$ cat src/rtl/libar_key_sequencer_if.sv
// Key-storage side bundle for the LIBAR key sequencer.
// master: the serial key source and its observer; slave: the sequencer itself.
interface libar_key_sequencer_if #(
    parameter int unsigned KEY_W = 16
);
    logic             load_start;
    logic             key_bit;
    logic             key_bit_valid;
    logic [KEY_W-1:0] key_out;
    logic             key_apply;
    logic             ready;
    logic             busy;
    logic             err;
    logic             lockout;
    logic [1:0]       fail_cnt;

    modport master (
        output load_start,
        output key_bit,
        output key_bit_valid,
        input  key_out,
        input  key_apply,
        input  ready,
        input  busy,
        input  err,
        input  lockout,
        input  fail_cnt
    );

    modport slave (
        input  load_start,
        input  key_bit,
        input  key_bit_valid,
        output key_out,
        output key_apply,
        output ready,
        output busy,
        output err,
        output lockout,
        output fail_cnt
    );
endinterface

$ cat src/rtl/libar_key_sequencer.sv
// Serial key loader for the LIBAR-locked c432: shifts in KEY_W key bits plus a
// parity bit, verifies parity, drives keyinput0..KEY_W-1 and holds key_apply for
// SETTLE cycles so the internal key latches capture a stable value. Repeated
// parity failures lead to a lockout that only rst clears.
module libar_key_sequencer #(
    parameter int unsigned KEY_W    = 16,
    parameter int unsigned SETTLE   = 4,
    parameter int unsigned MAX_FAIL = 3
) (
    input logic                  clk,
    input logic                  rst,
    libar_key_sequencer_if.slave kif
);

    localparam int unsigned BCW = $clog2(KEY_W + 1);
    localparam int unsigned SCW = (SETTLE > 1) ? $clog2(SETTLE) : 1;

    // Bit counter value at which the parity bit arrives.
    localparam logic [BCW-1:0] PAR_IDX     = BCW'(KEY_W);
    localparam logic [SCW-1:0] SETTLE_LAST = SCW'(SETTLE - 1);
    localparam logic [1:0]     FAIL_LIMIT  = 2'(MAX_FAIL);

    typedef enum logic [2:0] {
        StIdle,
        StLoad,
        StCheck,
        StApply,
        StReady,
        StLockout
    } state_e;

    state_e           state_q, state_d;
    logic [KEY_W-1:0] shadow_q, shadow_d;
    logic             parity_q, parity_d;
    logic [BCW-1:0]   bit_cnt_q, bit_cnt_d;
    logic [SCW-1:0]   settle_cnt_q, settle_cnt_d;
    logic [KEY_W-1:0] key_q, key_d;
    logic [1:0]       fail_cnt_q, fail_cnt_d;
    logic             err_q, err_d;
    logic             key_apply_q, key_apply_d;
    logic             ready_q, ready_d;
    logic             busy_q, busy_d;
    logic             lockout_q, lockout_d;

    logic [1:0]       fail_next;
    logic             parity_ok;

    assign parity_ok = ((^shadow_q) == parity_q);
    // Saturating increment; CHECK never runs with the count already at the limit.
    assign fail_next = (fail_cnt_q == FAIL_LIMIT) ? fail_cnt_q : fail_cnt_q + 2'd1;

    // Next-state logic for the load / check / apply / lockout sequence.
    always_comb begin
        state_d      = state_q;
        shadow_d     = shadow_q;
        parity_d     = parity_q;
        bit_cnt_d    = bit_cnt_q;
        settle_cnt_d = settle_cnt_q;
        key_d        = key_q;
        fail_cnt_d   = fail_cnt_q;
        err_d        = 1'b0;

        unique case (state_q)
            StIdle, StReady: begin
                if (kif.load_start) begin
                    state_d   = StLoad;
                    bit_cnt_d = '0;
                end
            end

            StLoad: begin
                if (kif.load_start) begin
                    // Restart: the shadow is simply overwritten by the new bits.
                    bit_cnt_d = '0;
                end else if (kif.key_bit_valid) begin
                    if (bit_cnt_q == PAR_IDX) begin
                        parity_d = kif.key_bit;
                        state_d  = StCheck;
                    end else begin
                        // Shift in from the top so the first bit ends in shadow[0].
                        shadow_d  = {kif.key_bit, shadow_q[KEY_W-1:1]};
                        bit_cnt_d = bit_cnt_q + 1'b1;
                    end
                end
            end

            StCheck: begin
                if (parity_ok) begin
                    key_d        = shadow_q;
                    fail_cnt_d   = 2'd0;
                    settle_cnt_d = '0;
                    state_d      = StApply;
                end else begin
                    err_d      = 1'b1;
                    fail_cnt_d = fail_next;
                    if (fail_next == FAIL_LIMIT) begin
                        key_d   = '0;
                        state_d = StLockout;
                    end else begin
                        state_d = StIdle;
                    end
                end
            end

            StApply: begin
                if (settle_cnt_q == SETTLE_LAST) begin
                    state_d = StReady;
                end else begin
                    settle_cnt_d = settle_cnt_q + 1'b1;
                end
            end

            StLockout: begin
                key_d = '0;
            end

            default: begin
                state_d = StIdle;
            end
        endcase
    end

    // Status flags are decoded from the next state so they leave on flops.
    always_comb begin
        key_apply_d = (state_d == StApply);
        ready_d     = (state_d == StReady);
        busy_d      = (state_d == StLoad) || (state_d == StCheck) || (state_d == StApply);
        lockout_d   = (state_d == StLockout);
    end

    // State and output registers with synchronous reset.
    always_ff @(posedge clk) begin
        if (rst) begin
            state_q      <= StIdle;
            shadow_q     <= '0;
            parity_q     <= 1'b0;
            bit_cnt_q    <= '0;
            settle_cnt_q <= '0;
            key_q        <= '0;
            fail_cnt_q   <= 2'd0;
            err_q        <= 1'b0;
            key_apply_q  <= 1'b0;
            ready_q      <= 1'b0;
            busy_q       <= 1'b0;
            lockout_q    <= 1'b0;
        end else begin
            state_q      <= state_d;
            shadow_q     <= shadow_d;
            parity_q     <= parity_d;
            bit_cnt_q    <= bit_cnt_d;
            settle_cnt_q <= settle_cnt_d;
            key_q        <= key_d;
            fail_cnt_q   <= fail_cnt_d;
            err_q        <= err_d;
            key_apply_q  <= key_apply_d;
            ready_q      <= ready_d;
            busy_q       <= busy_d;
            lockout_q    <= lockout_d;
        end
    end

    assign kif.key_out   = key_q;
    assign kif.key_apply = key_apply_q;
    assign kif.ready     = ready_q;
    assign kif.busy      = busy_q;
    assign kif.err       = err_q;
    assign kif.lockout   = lockout_q;
    assign kif.fail_cnt  = fail_cnt_q;

endmodule

$ cat src/flat_wrapper.sv
// flat-port wrapper written by rule: the top's interface ports become plain ports
module libar_key_sequencer_flat 
#(
    parameter int unsigned KEY_W    = 16,
    parameter int unsigned SETTLE   = 4,
    parameter int unsigned MAX_FAIL = 3
)
  (clk, rst, kif_load_start, kif_key_bit, kif_key_bit_valid, kif_key_out, kif_key_apply, kif_ready, kif_busy, kif_err, kif_lockout, kif_fail_cnt);
  libar_key_sequencer_if #(.KEY_W(KEY_W)) kif_i ();
  input logic clk;
  input logic rst;
  input wire logic [$bits(kif_i.load_start)-1:0] kif_load_start;
  input wire logic [$bits(kif_i.key_bit)-1:0] kif_key_bit;
  input wire logic [$bits(kif_i.key_bit_valid)-1:0] kif_key_bit_valid;
  output wire logic [$bits(kif_i.key_out)-1:0] kif_key_out;
  output wire logic [$bits(kif_i.key_apply)-1:0] kif_key_apply;
  output wire logic [$bits(kif_i.ready)-1:0] kif_ready;
  output wire logic [$bits(kif_i.busy)-1:0] kif_busy;
  output wire logic [$bits(kif_i.err)-1:0] kif_err;
  output wire logic [$bits(kif_i.lockout)-1:0] kif_lockout;
  output wire logic [$bits(kif_i.fail_cnt)-1:0] kif_fail_cnt;
  assign kif_i.load_start = kif_load_start;
  assign kif_i.key_bit = kif_key_bit;
  assign kif_i.key_bit_valid = kif_key_bit_valid;
  assign kif_key_out = kif_i.key_out;
  assign kif_key_apply = kif_i.key_apply;
  assign kif_ready = kif_i.ready;
  assign kif_busy = kif_i.busy;
  assign kif_err = kif_i.err;
  assign kif_lockout = kif_i.lockout;
  assign kif_fail_cnt = kif_i.fail_cnt;
  libar_key_sequencer #(.KEY_W(KEY_W), .SETTLE(SETTLE), .MAX_FAIL(MAX_FAIL)) u_core (.clk(clk), .rst(rst), .kif(kif_i));
endmodule
$ cat config.mk
export PLATFORM = sky130hd
export DESIGN_NAME = libar_key_sequencer_flat
export DESIGN_NICKNAME = d
export VERILOG_FILES = /design/src/rtl/libar_key_sequencer_if.sv /design/src/rtl/libar_key_sequencer.sv /design/src/flat_wrapper.sv
export SDC_FILE = /design/constraint.sdc
export NUM_CORES = 1
export LEC_CHECK = 0
export CORE_AREA = 5 5 75 77
export DETAILED_ROUTE_END_ITERATION = 7
export DIE_AREA = 0 0 80 82
export PLACE_DENSITY_LB_ADDON = 0.25
export SLEW_MARGIN = 5
export SYNTH_ARGS = -nofsm -noshare
export SYNTH_HDL_FRONTEND = slang
export SYNTH_SLANG_ARGS = --single-unit
$ cat constraint.sdc
create_clock -name clk -period 2.1 [get_ports clk]
set_input_delay 0.315 -clock clk [delete_from_list [all_inputs] [get_ports clk]]
set_output_delay 0.315 -clock clk [all_outputs]
set_load 0.01 [all_outputs]
==> results.md <==
* Slowest cell on crit path: xnor3_1
* Area Growth Syn to Fin at 24.6%
* Final setup viols at 0
* Placement Setup Slack at -0.0814 ns
* Status: completed
* Non-Filler Instances at 362
* Flop and latch count out of synthesis at 50
* Vias in the first global route at between 1500 and 2000
* Fmax at 0.494 GHz
* Diode count at 0
* Routed vias at 1950
* WP data arrival at 2.23 ns
* Placed Cells at 353
* Synth Area per Inst at 9.32 um2
* RSZ-0062 raised after global routing: true
* Crit path cell chain: xnor3_1, xnor3_1, xnor3_2, buf_4, o41ai_1
* 1st-pass router iterations at 5
* Die height at 82 um
* Net count after synthesis at 262
* Initial antenna violation count at 0
* Remaining antenna violation count at 0
* Area after DPL at 2810 um2
* Endpoints failing hold at 0
* Pins Over Slew Limit at 0
* Most frequent CP cell: xnor3_1
* Average wire per standard cell at roughly 14 um
* CP startpoint kind: flop
* First-pass GRT wire length at 8560 um
* Die area at 6560 um2
* H-tree depth at 2
* Share of layout cells above drive strength 1 at a little over an eighth
* Die width at 80 um
* Inserted Clock Buffers at 5
* CTS clock-pin slew for the worst setup and hold paths at 0.09 ns
* Hold_ws at 0.496 ns
* Leakage at approximately 0.0011 uW
* Gr busiest metal: met2
* Cell area after layout at 2950 um2
* Top cell family by delay on the critical path: XOR/XNOR gates
* GP Congestion at 0.808
* Initial core utilization at 47.9%
* Gr usage total at 16.6%
* Cts hold-fix bufs at 0
* Critical path type: reg -> reg
* Final setup margin at 0.0745 ns
* HPWL Detailed at 3600 um
* DR iter-0 viols at 62
* Required @ worst endpoint at approximately 2.3 ns
* Min Tclk post-route at about 2 ns
* Rows at 26
* Top Ports at 28
* Via-per-instance ratio at 5.39
* Pwr per Cell Area at 563 nW/um2
* Drc violations at 0
* Worst IR drop on VDD at 0.000402 V
* GRT overflow at 0
* Worst Path Max Fanout at 10
* Worst slew margin at between 70% and 80%
* Total power of the final layout at between 1500 and 2000 uW
* Core Area at 4940 um2
* Fin crit share at 96.5%
* Synthesized cell area at 2370 um2
* Worst Hold Class: reg -> reg
* Clk Latency, worst-skew pair at ~0.31 ns
* Post-Route WL at 5040 um
* Fin Clk Skew at slightly above 0.005 ns
* CTS Sinks at 50
* Met1 GRT Util at 22.1%
* Worst Tran Pin Value at around 0.39 ns
* Largest net degree at the start of global routing at 22
* Post-synthesis cell count at 254
* Sequential fraction of the synthesis area at 42.3%
* CP endpoint kind: flop
* Met2 usage at approximately a quarter
* Yosys Warn Count at 0
* Root Buffer: clkbuf_8
* Port Buffers at 27
* Crit-path max cell delay at 0.43 ns
* Max-cap violations at 0
* Global Route met3 Usage at between 3 and 4%
* Max Root-Sink Buffers at 2
* Synth unique cells at 34
* Final Net Count at approximately 300
* TritonCTS clock tree: done
* CP Buf/Inv Count at 1
==> routing by layer <==
metal | up-vias | share of wire [%]
met5 | - | 0
met4 | 0 | 1.7
met3 | 8 | 2.9
met2 | 24 | 47
met1 | 929 | 48
li1 | 989 | -
==> sequential cells by signal, indices dropped and copies added (netlist names) <==
| name | flops |
|---|---|
| u_core.bit_cnt_q | 5 |
| u_core.kif.busy | 1 |
| u_core.kif.err | 1 |
| u_core.kif.fail_cnt | 2 |
| u_core.kif.key_apply | 1 |
| u_core.kif.key_out | 16 |
| u_core.kif.lockout | 1 |
| u_core.kif.ready | 1 |
| u_core.parity_q | 1 |
| u_core.settle_cnt_q | 2 |
| u_core.shadow_q | 16 |
| u_core.state_q | 3 |
==> cells in the mapped netlist <==
cell | number | share of area, %
o211ai_1 | 8 | 2.5
xor3_2 | 1 | 1.1
nand4bb_1 | 1 | 0.48
buf_1 | 1 | 0.16
xor2_1 | 2 | 0.74
o21ai_0 | 13 | 2.7
clkbuf_1 | 11 | 1.7
and2_1 | 3 | 0.79
or2_2 | 2 | 0.53
a21o_1 | 3 | 0.95
nand3_1 | 20 | 4.2
o211a_1 | 1 | 0.42
nand2_1 | 6 | 0.95
dfxtp_1 | 50 | 42
a211oi_1 | 1 | 0.32
a21oi_4 | 1 | 0.69
xnor2_1 | 10 | 3.7
nand2b_1 | 3 | 0.79
nand3b_1 | 9 | 2.9
a21oi_1 | 26 | 5.5
buf_2 | 5 | 1.1
nor4bb_1 | 3 | 1.3
mux2i_1 | 18 | 7.6
ha_1 | 3 | 1.6
o41ai_1 | 9 | 3.3
xnor3_1 | 4 | 3.8
a311oi_2 | 1 | 0.63
nand4b_1 | 1 | 0.37
inv_1 | 3 | 0.48
nor2_1 | 27 | 4.3
nor2b_1 | 4 | 1.1
nor3_1 | 2 | 0.42
and3_1 | 1 | 0.26
nor4b_1 | 1 | 0.37
==> timing repair <==
item / in CTS / in global routing
pin swaps: 1 / 0
setup buffers: 1 / 0
endpoints found under the setup margin: 19 / 5
gates resized for setup: 1 / 5
endpoints found under the hold margin: 0 / 0
==> layout by cell type, fill, tap and decap left out, types with 4 or more instances in the layout <==
master	count
mux2i_1	18
nand2_1	6
dfxtp_1	50
xnor2_1	10
clkbuf_8	6
o211ai_1	8
nand3_1	20
nor2b_1	4
nand3b_1	9
a21oi_1	26
o21ai_0	13
clkdlybuf4s50_1	27
o41ai_1	5
buf_4	19
o41ai_2	4
nor2_1	27
==> tightest hold or removal path, stage by stage (launching register included) <==
cell and delay (ns):
dfxtp_1 0.32, o211ai_1 0.07, a21oi_1 0.06
==> power breakdown <==
part / leakage (uW) / internal [uW] / switching [uW]
Combinational: 0.000653 / 45.9 / 64.1
Clock: 0.0000472 / 265 / 330
Sequential: 0.000403 / 952 / 3.37
==> final cells by class <==
cell class	instances	area, um2
inverter	3	11.3
clock inverter	2	12.5
fill	452	1990
sequential	50	1000
timing repair buffer	47	433
clock buffer	6	82.6
multi-input combinational	184	1320
tap	70	87.6
==> path summary, 6_finish.rpt <==
| kind | startpoint | cells past startpoint | slack, ns | to |
|---|---|---|---|---|
| hold reg to reg | u_core.kif.key_out[9] | 2 | 0.50 | u_core.kif.key_out[9] |
| setup reg to reg | u_core.shadow_q[2] | 5 | 0.07 | u_core.kif.key_out[11] |
| setup / recovery | u_core.shadow_q[2] | 5 | 0.07 | u_core.kif.key_out[11] |
| hold / removal | u_core.kif.key_out[9] | 2 | 0.50 | u_core.kif.key_out[9] |
==> stage by stage <==
step                      setup TNS (ns)  utilization [%]
final                                  0             59.7
after global routing            -0.00900             59.7
after detailed placement          -0.401             56.8
after global placement            -0.179             56.8
after floorplan                        0                -
after CTS                              0             58.9
==> cell families after synthesis <==
family | Yosys count | synth area share [%]
and+or+nand+nor | 83 | 18.7
AOI/OAI and AO/OA | 63 | 17.1
DFF | 50 | 42.3
buffers and inverters | 20 | 3.44
muxes | 18 | 7.61
xor gates and xnor gates | 17 | 9.30
adders and majority gates | 3 | 1.59
Power figures use the tool's default switching activity.
